<file path="src/rtl/serial_arith_pkg.sv">
// Shared definitions for the bit-serial arithmetic blocks.
//   DEFAULT_WIDTH : default operand/result width
//   ST_*          : FSM state encodings
//   state_e       : typed FSM state built on those encodings
package serial_arith_pkg;

  localparam int unsigned DEFAULT_WIDTH = 4;

  localparam logic [1:0] ST_IDLE  = 2'd0;
  localparam logic [1:0] ST_SHIFT = 2'd1;
  localparam logic [1:0] ST_DONE  = 2'd2;

  typedef enum logic [1:0] {
    StIdle  = ST_IDLE,
    StShift = ST_SHIFT,
    StDone  = ST_DONE
  } state_e;

endpackage

</file>
<file path="src/rtl/full_sub_cell.sv">
// One-bit full subtractor slice: computes x - y - br.
//   x, y, br : minuend bit, subtrahend bit, borrow-in
//   d        : difference bit
//   br_next  : borrow-out
module full_sub_cell (
  input  logic x,
  input  logic y,
  input  logic br,
  output logic d,
  output logic br_next
);

  assign d       = x ^ y ^ br;
  assign br_next = (~x & y) | (~x & br) | (y & br);

endmodule

</file>
<file path="src/rtl/serial_subtractor.sv">
// Bit-serial unsigned subtractor: diff = a - b - bin over WIDTH clocks, LSB first.
//   clk, rst_n          : clock, async active-low reset
//   start, a, b, bin    : operand valid + operands, taken when in_ready=1
//   in_ready, busy      : idle / shifting indicators (decoded from state)
//   diff, bout          : result and final borrow, valid while out_valid=1
//   out_valid, out_ready: result handshake; result held until acknowledged
module serial_subtractor
  import serial_arith_pkg::*;
#(
  parameter  int unsigned WIDTH = DEFAULT_WIDTH,
  localparam int unsigned CNT_W = $clog2(WIDTH) + 1
) (
  input  logic             clk,
  input  logic             rst_n,
  input  logic             start,
  input  logic [WIDTH-1:0] a,
  input  logic [WIDTH-1:0] b,
  input  logic             bin,
  output logic             in_ready,
  output logic             busy,
  output logic [WIDTH-1:0] diff,
  output logic             bout,
  output logic             out_valid,
  input  logic             out_ready
);

  localparam logic [CNT_W-1:0] LastBit = CNT_W'(WIDTH - 1);

  state_e             state_q, state_d;
  logic [WIDTH-1:0]   a_sr_q, a_sr_d;
  logic [WIDTH-1:0]   b_sr_q, b_sr_d;
  logic [WIDTH-1:0]   diff_q, diff_d;
  logic [CNT_W-1:0]   count_q, count_d;
  logic               borrow_q, borrow_d;
  logic               bout_q, bout_d;

  logic               cell_d;
  logic               cell_br_next;

  full_sub_cell u_cell (
    .x       (a_sr_q[0]),
    .y       (b_sr_q[0]),
    .br      (borrow_q),
    .d       (cell_d),
    .br_next (cell_br_next)
  );

  always_comb begin
    state_d  = state_q;
    a_sr_d   = a_sr_q;
    b_sr_d   = b_sr_q;
    diff_d   = diff_q;
    count_d  = count_q;
    borrow_d = borrow_q;
    bout_d   = bout_q;
    unique case (state_q)
      StIdle: begin
        if (start) begin
          a_sr_d   = a;
          b_sr_d   = b;
          borrow_d = bin;
          count_d  = '0;
          diff_d   = '0;
          state_d  = StShift;
        end
      end
      StShift: begin
        a_sr_d   = {1'b0, a_sr_q[WIDTH-1:1]};
        b_sr_d   = {1'b0, b_sr_q[WIDTH-1:1]};
        // Result fills from the top so that after WIDTH shifts bit 0 is the LSB.
        diff_d   = {cell_d, diff_q[WIDTH-1:1]};
        borrow_d = cell_br_next;
        count_d  = count_q + CNT_W'(1);
        if (count_q == LastBit) begin
          bout_d  = cell_br_next;
          state_d = StDone;
        end
      end
      StDone: begin
        if (out_ready) state_d = StIdle;
      end
      default: state_d = StIdle;
    endcase
  end

  always_ff @(posedge clk or negedge rst_n) begin
    if (!rst_n) begin
      state_q  <= StIdle;
      a_sr_q   <= '0;
      b_sr_q   <= '0;
      diff_q   <= '0;
      count_q  <= '0;
      borrow_q <= 1'b0;
      bout_q   <= 1'b0;
    end else begin
      state_q  <= state_d;
      a_sr_q   <= a_sr_d;
      b_sr_q   <= b_sr_d;
      diff_q   <= diff_d;
      count_q  <= count_d;
      borrow_q <= borrow_d;
      bout_q   <= bout_d;
    end
  end

  assign in_ready  = (state_q == StIdle);
  assign busy      = (state_q == StShift);
  assign out_valid = (state_q == StDone);
  assign diff      = diff_q;
  assign bout      = bout_q;

endmodule

</file>
<file path="config.mk">
export PLATFORM = sky130hd
export DESIGN_NAME = serial_subtractor
export DESIGN_NICKNAME = d
export VERILOG_FILES = /design/src/rtl/serial_arith_pkg.sv /design/src/rtl/full_sub_cell.sv /design/src/rtl/serial_subtractor.sv
export SDC_FILE = /design/constraint.sdc
export NUM_CORES = 1
export LEC_CHECK = 0
export ABC_AREA = 1
export BUFFER_PORTS_ARGS = -buffer_cell sky130_fd_sc_hd__buf_2
export CAP_MARGIN = 20
export CORE_UTILIZATION = 40
export CTS_BUF_LIST = sky130_fd_sc_hd__clkbuf_2
export CTS_CLUSTER_DIAMETER = 80
export DETAILED_ROUTE_END_ITERATION = 6
export SLEW_MARGIN = 5
export SYNTH_ARGS = -nofsm -noshare
export SYNTH_HDL_FRONTEND = slang
export SYNTH_SLANG_ARGS = --single-unit
</file>
<file path="constraint.sdc">
create_clock -name clk -period 1.3 [get_ports clk]
set_clock_uncertainty 0.2 [all_clocks]
set_input_delay 0.195 -clock clk [delete_from_list [all_inputs] [get_ports clk]]
set_output_delay 0.195 -clock clk [all_outputs]
set_load 0.01 [all_outputs]
</file>
* After elaboration in Yosys (flattened, before gate mapping)
Index checks and enable logic that the tools add are counted.
Cells by class: bitwise operators 8, equal/unequal tests 6, reductions and logical operators 5, multiplexer cells 14, add/subtract/negate cells 1
Operators with widths (count):
- $pmux 4 s2 | 3
- $mux 4 | 3
- $mux 2 | 3
- $pmux 2 s3 | 1
- $pmux 3 s2 | 1
- $ne 2x1->1 const B | 2
- $reduce_and 2->1 | 2
- $add 3x1->3 const B | 1
- $and 1x1->1 | 3
- $eq 3x2->1 const B | 1
- $mux 3 | 1
- $reduce_and 3->1 | 1
- $eq 2x1->1 const B | 1
- $eq 2x2->1 const B | 1
- $logic_not 2->1 | 1
- $ne 2x2->1 const B | 1
- $or 1x1->1 | 2
- $pmux 1 s2 | 1
- $reduce_bool 2->1 | 1
- $xor 1x1->1 | 2
- $mux 1 | 1
- $not 1->1 | 1
Storage, ports and cells: input bits 13, logic and storage cells 41, register bits after elaboration 19, output and inout bits 8

* Logic depth before layout (Yosys ltp)
word-level depth 5, mapped depth 6, depth with buffers taken out 5

* Modules after synthesis
From an unflattened synthesis, not the netlist that was laid out.
Unflattened totals: cell total of the unflattened synthesis 113, area, all modules 918.4 um2
Modules (own cells, without submodules):
- serial_subtractor | cells each 110, area each 890.9 um2, sequential area each 475.5 um2, times used 1
- full_sub_cell | cells each 3, area each 27.5 um2, sequential area each 0.0 um2, times used 1

* Least setup slack after synthesis
Ideal clock, no wire load.
kind register to register, from register count_q[0], to register count_q[2], arrival time 0.991 ns, period minus slack after synthesis 1.274 ns, buffers on the path 0, slack 0.026 ns, stages on the path, launching flop included 4, path through dfrtp_1 -> ha_1 -> ha_1 -> o21ai_0
On the way: word-level cells in the longest chain between the ends 2
RTL lines:
- from (decl) | line serial_subtractor.sv:33 | logic [CNT_W-1:0] count_q, count_d;
- from (signal assigned) | line serial_subtractor.sv:100 | count_q <= count_d;
- $add 3x1->3 | line serial_subtractor.sv:73 | count_d = count_q + CNT_W'(1);
- $pmux 3 s2 | line serial_subtractor.sv:56 | unique case (state_q)
Every way passes these cells. A chain may end at the register's enable or synchronous reset.

* Worst setup path after layout
from register state_q[1], to output busy
On the way: word-level cells in the longest chain between the ends 1
RTL lines:
- from (decl) | line serial_subtractor.sv:29 | state_e state_q, state_d;
- from (signal assigned) | line serial_subtractor.sv:88 | state_q <= StIdle;
- from (signal assigned) | line serial_subtractor.sv:96 | state_q <= state_d;
- $eq 2x1->1 | line serial_subtractor.sv:107 | assign busy = (state_q == StShift);
- to (decl) | line serial_subtractor.sv:20 | output logic busy,
Every way passes these cells.

==> metrics.yaml <==
reg2regPathDepth: 5
endpoint: "busy"
final_util: 0.657
endpoint_kind: "output pin"
rsz0062_at_grt: "true"
place_ws_ns: -0.0182
via_count: 888
cts_buffer_depth: 2
grt.overflow.total: 0
place.gp.congestion: 0.738
ys_ff_latch: 19
area_growth_syn_to_layout_pct: 51.1
cp_slowest_cell: "dfrtp_2"
syn_area_um2: 990
insertion_delay_ns: 0.33
synth.top_cell.area_share: 0.480
io_buffers: 20
cp_max_fo: 3
slew_viol_final: 0
setup_viol: 18
start_kind: "register"
crit_type: "register to output pin"
ioPinCount: 21
wl_per_cell_um: 12.0
tns_ns: -1.55
p_leak_nw: 0.800
tightestPinTransition_ns: 0.437
period_needed_ns: 1.52
die_y_um: 51.7
grt_max_degree: 20
drtIter0Drc: 5
relSlewSlack: 0.708
worst_r2r_startpoint: "state_q[0]"
core.rowCount: 17
ant_nets: 0
start_util: 0.435
netlist_top_cells_area: "dfrtp_1 48%, nand2_1 16%, nand3_2 7.1%"
cts-root-buf: "clkbuf_2"
synth_seq_area_share: 0.480
r2r_slack_ns: -0.10
min_path_type: "input pin to async pin"
required_ns: 0.90
fmax_mhz: 657
first_pass_iters: 6
p_per_area_mw_per_mm2: 2440
via_per_inst: 4.58
finalHoldViolCount: 0
die_area_mm2: 0.00268
failed_checks: "negative setup slack"
drcViolationCount: 0
syn_nets: 128
maxCapViolCount: 0
final_nets: 183
drt-total-wl_mm: 2.32
ys_types: 21
insertedDiodeCount: 0
crit_top_cell: "buf_6"
cts_made_buffers: 3
die_x_um: 51.7
yosys.area.top_type: "dfrtp_1"
setup_ws_ns: -0.223
vdd_ir_drop_max_v: 0.00138
synth.avg_cell_area_um2: 8.84
grt_pass1_wl_mm: 3.96
antenna_found_initial: 0
arrival_ns: 1.13
status: "finished, violations left"
critPathLaunch: "state_q[1]"
post-route-period-util: 1.17
cts_tree: "built"
post-dp-hpwl_mm: 1.41
cts-htree-levels: 1
worstReg2RegEnd: "count_q[2]"
max_stage_delay_ns: 0.48
yosysWarnings: 0
grt_pass1_vias: 898
layout-drive-gt1-share: 0.440
cts_sinks: 19
clkTransAtPathRegs_ns: 0.19
grt_usage: 0.209
path_cells: "buf_6 > nor2_4 > buf_6"
synth_cells: 112
core_mm2: 0.00228
-- how the worst min path moves through the flow --
stage | slack [ns] | end | depth (start not counted)
2_1_floorplan | -0.30 | a_sr_q[0] | 0
3_3_place_gp | -0.04 | diff[1] | 1
3_5_place_dp | -0.04 | diff[0] | 1
4_1_cts | 0.10 | b_sr_q[3] | 2
5_1_grt | 0.14 | borrow_q | 2
6_report | 0.10 | borrow_q | 2
-- stage by stage --
| step | hold WS [ns] | std cells | instance area (um^2) | total power [mW] |
|---|---|---|---|---|
| 5_1_grt | 0.137 | 194 | 1500 | 3.96 |
| 6_report | 0.104 | 194 | 1500 | 3.65 |
| 3_5_place_dp | -0.0362 | 168 | 1190 | 2.81 |
| 2_1_floorplan | -0.301 | 112 | 990 | 2.19 |
| 3_3_place_gp | -0.0384 | 168 | 1190 | 2.77 |
| 4_1_cts | 0.105 | 191 | 1430 | 3.48 |
-- cells by family (layout without fill, tap and decap cells) --
family / Yosys count / count (layout) / share of synthesized area
AND/OR/NAND/NOR: 58 / 59 / 0.293
buffers and inverters: 22 / 75 / 0.105
flip-flops: 19 / 19 / 0.480
AO/OA/AOI/OAI: 10 / 10 / 0.0759
adder cells (fa/ha/maj): 3 / 3 / 0.0455
-- synth_stat cells (all sizes together) --
cell type and count:
ha 2, dfrtp 19, fa 1, o31ai 1, nor2 4, buf 3
a21oi 2, inv 19, o21ai 7, nand2 44, nand3 10
-- sequential cells by signal, indices dropped and copies added, names as in the netlist --
name,cells
diff,4
borrow_q,1
a_sr_q,4
bout,1
b_sr_q,4
count_q,3
state_q,2
-- cell usage in the layout (no fill, tap or decap) --
master	instances
a21oi_1	1
a21oi_4	1
buf_12	1
buf_2	18
buf_4	14
buf_6	7
clkbuf_2	4
dfrtp_1	17
dfrtp_2	2
dlygate4sd3_1	12
fa_2	1
ha_1	1
ha_2	1
inv_1	15
inv_2	4
nand2_1	40
nand2_2	1
nand2_4	2
nand2_8	2
nand3_1	3
nand3_2	7
nor2_2	2
nor2_4	2
o21ai_0	2
o21ai_1	2
o21ai_2	2
o21ai_4	1
o31ai_2	1
-- where the power goes --
group / internal [mW] / switching [mW] / leakage [nW]
clock: 0.0814 / 0.197 / 0.0166
combinational: 1.16 / 1.17 / 0.548
sequential: 0.870 / 0.176 / 0.235
-- timing repair --
| item | in CTS | in global routing |
|---|---|---|
| resized for setup | 16 | 10 |
| cloned | 2 | 0 |
| setup endpoints to repair | 10 | 27 |
| endpoints found under the hold margin | 29 | 0 |
| pin swaps | 7 | 2 |
| hold buffers | 12 | 0 |
| buffers inserted | 5 | 3 |
-- area by class of cell --
| class | instances | area, um^2 |
|---|---|---|
| Clock buffer | 4 | 20.0 |
| Fill cell | 189 | 781 |
| Inverter | 19 | 71.3 |
| Multi-Input combinational cell | 72 | 477 |
| Sequential cell | 19 | 478 |
| Tap cell | 28 | 35.0 |
| Timing Repair Buffer | 52 | 414 |
-- routing by layer --
layer / GRT usage / up-vias / wire length, um
met5: 0 / - / 0
met4: 0.0946 / 0 / 63
met3: 0.0643 / 8 / 75
met2: 0.346 / 20 / 1110
met1: 0.247 / 411 / 1070
li1: - / 449 / -
-- critical path, delay by kind of cell (launching register included) --
kind                   cells  cell delay (ns)
DFF                        1             0.48
and+or+nand+nor            1             0.08
buffers and inverters      2             0.24
No activity file was read; power rests on OpenSTA's default activity.
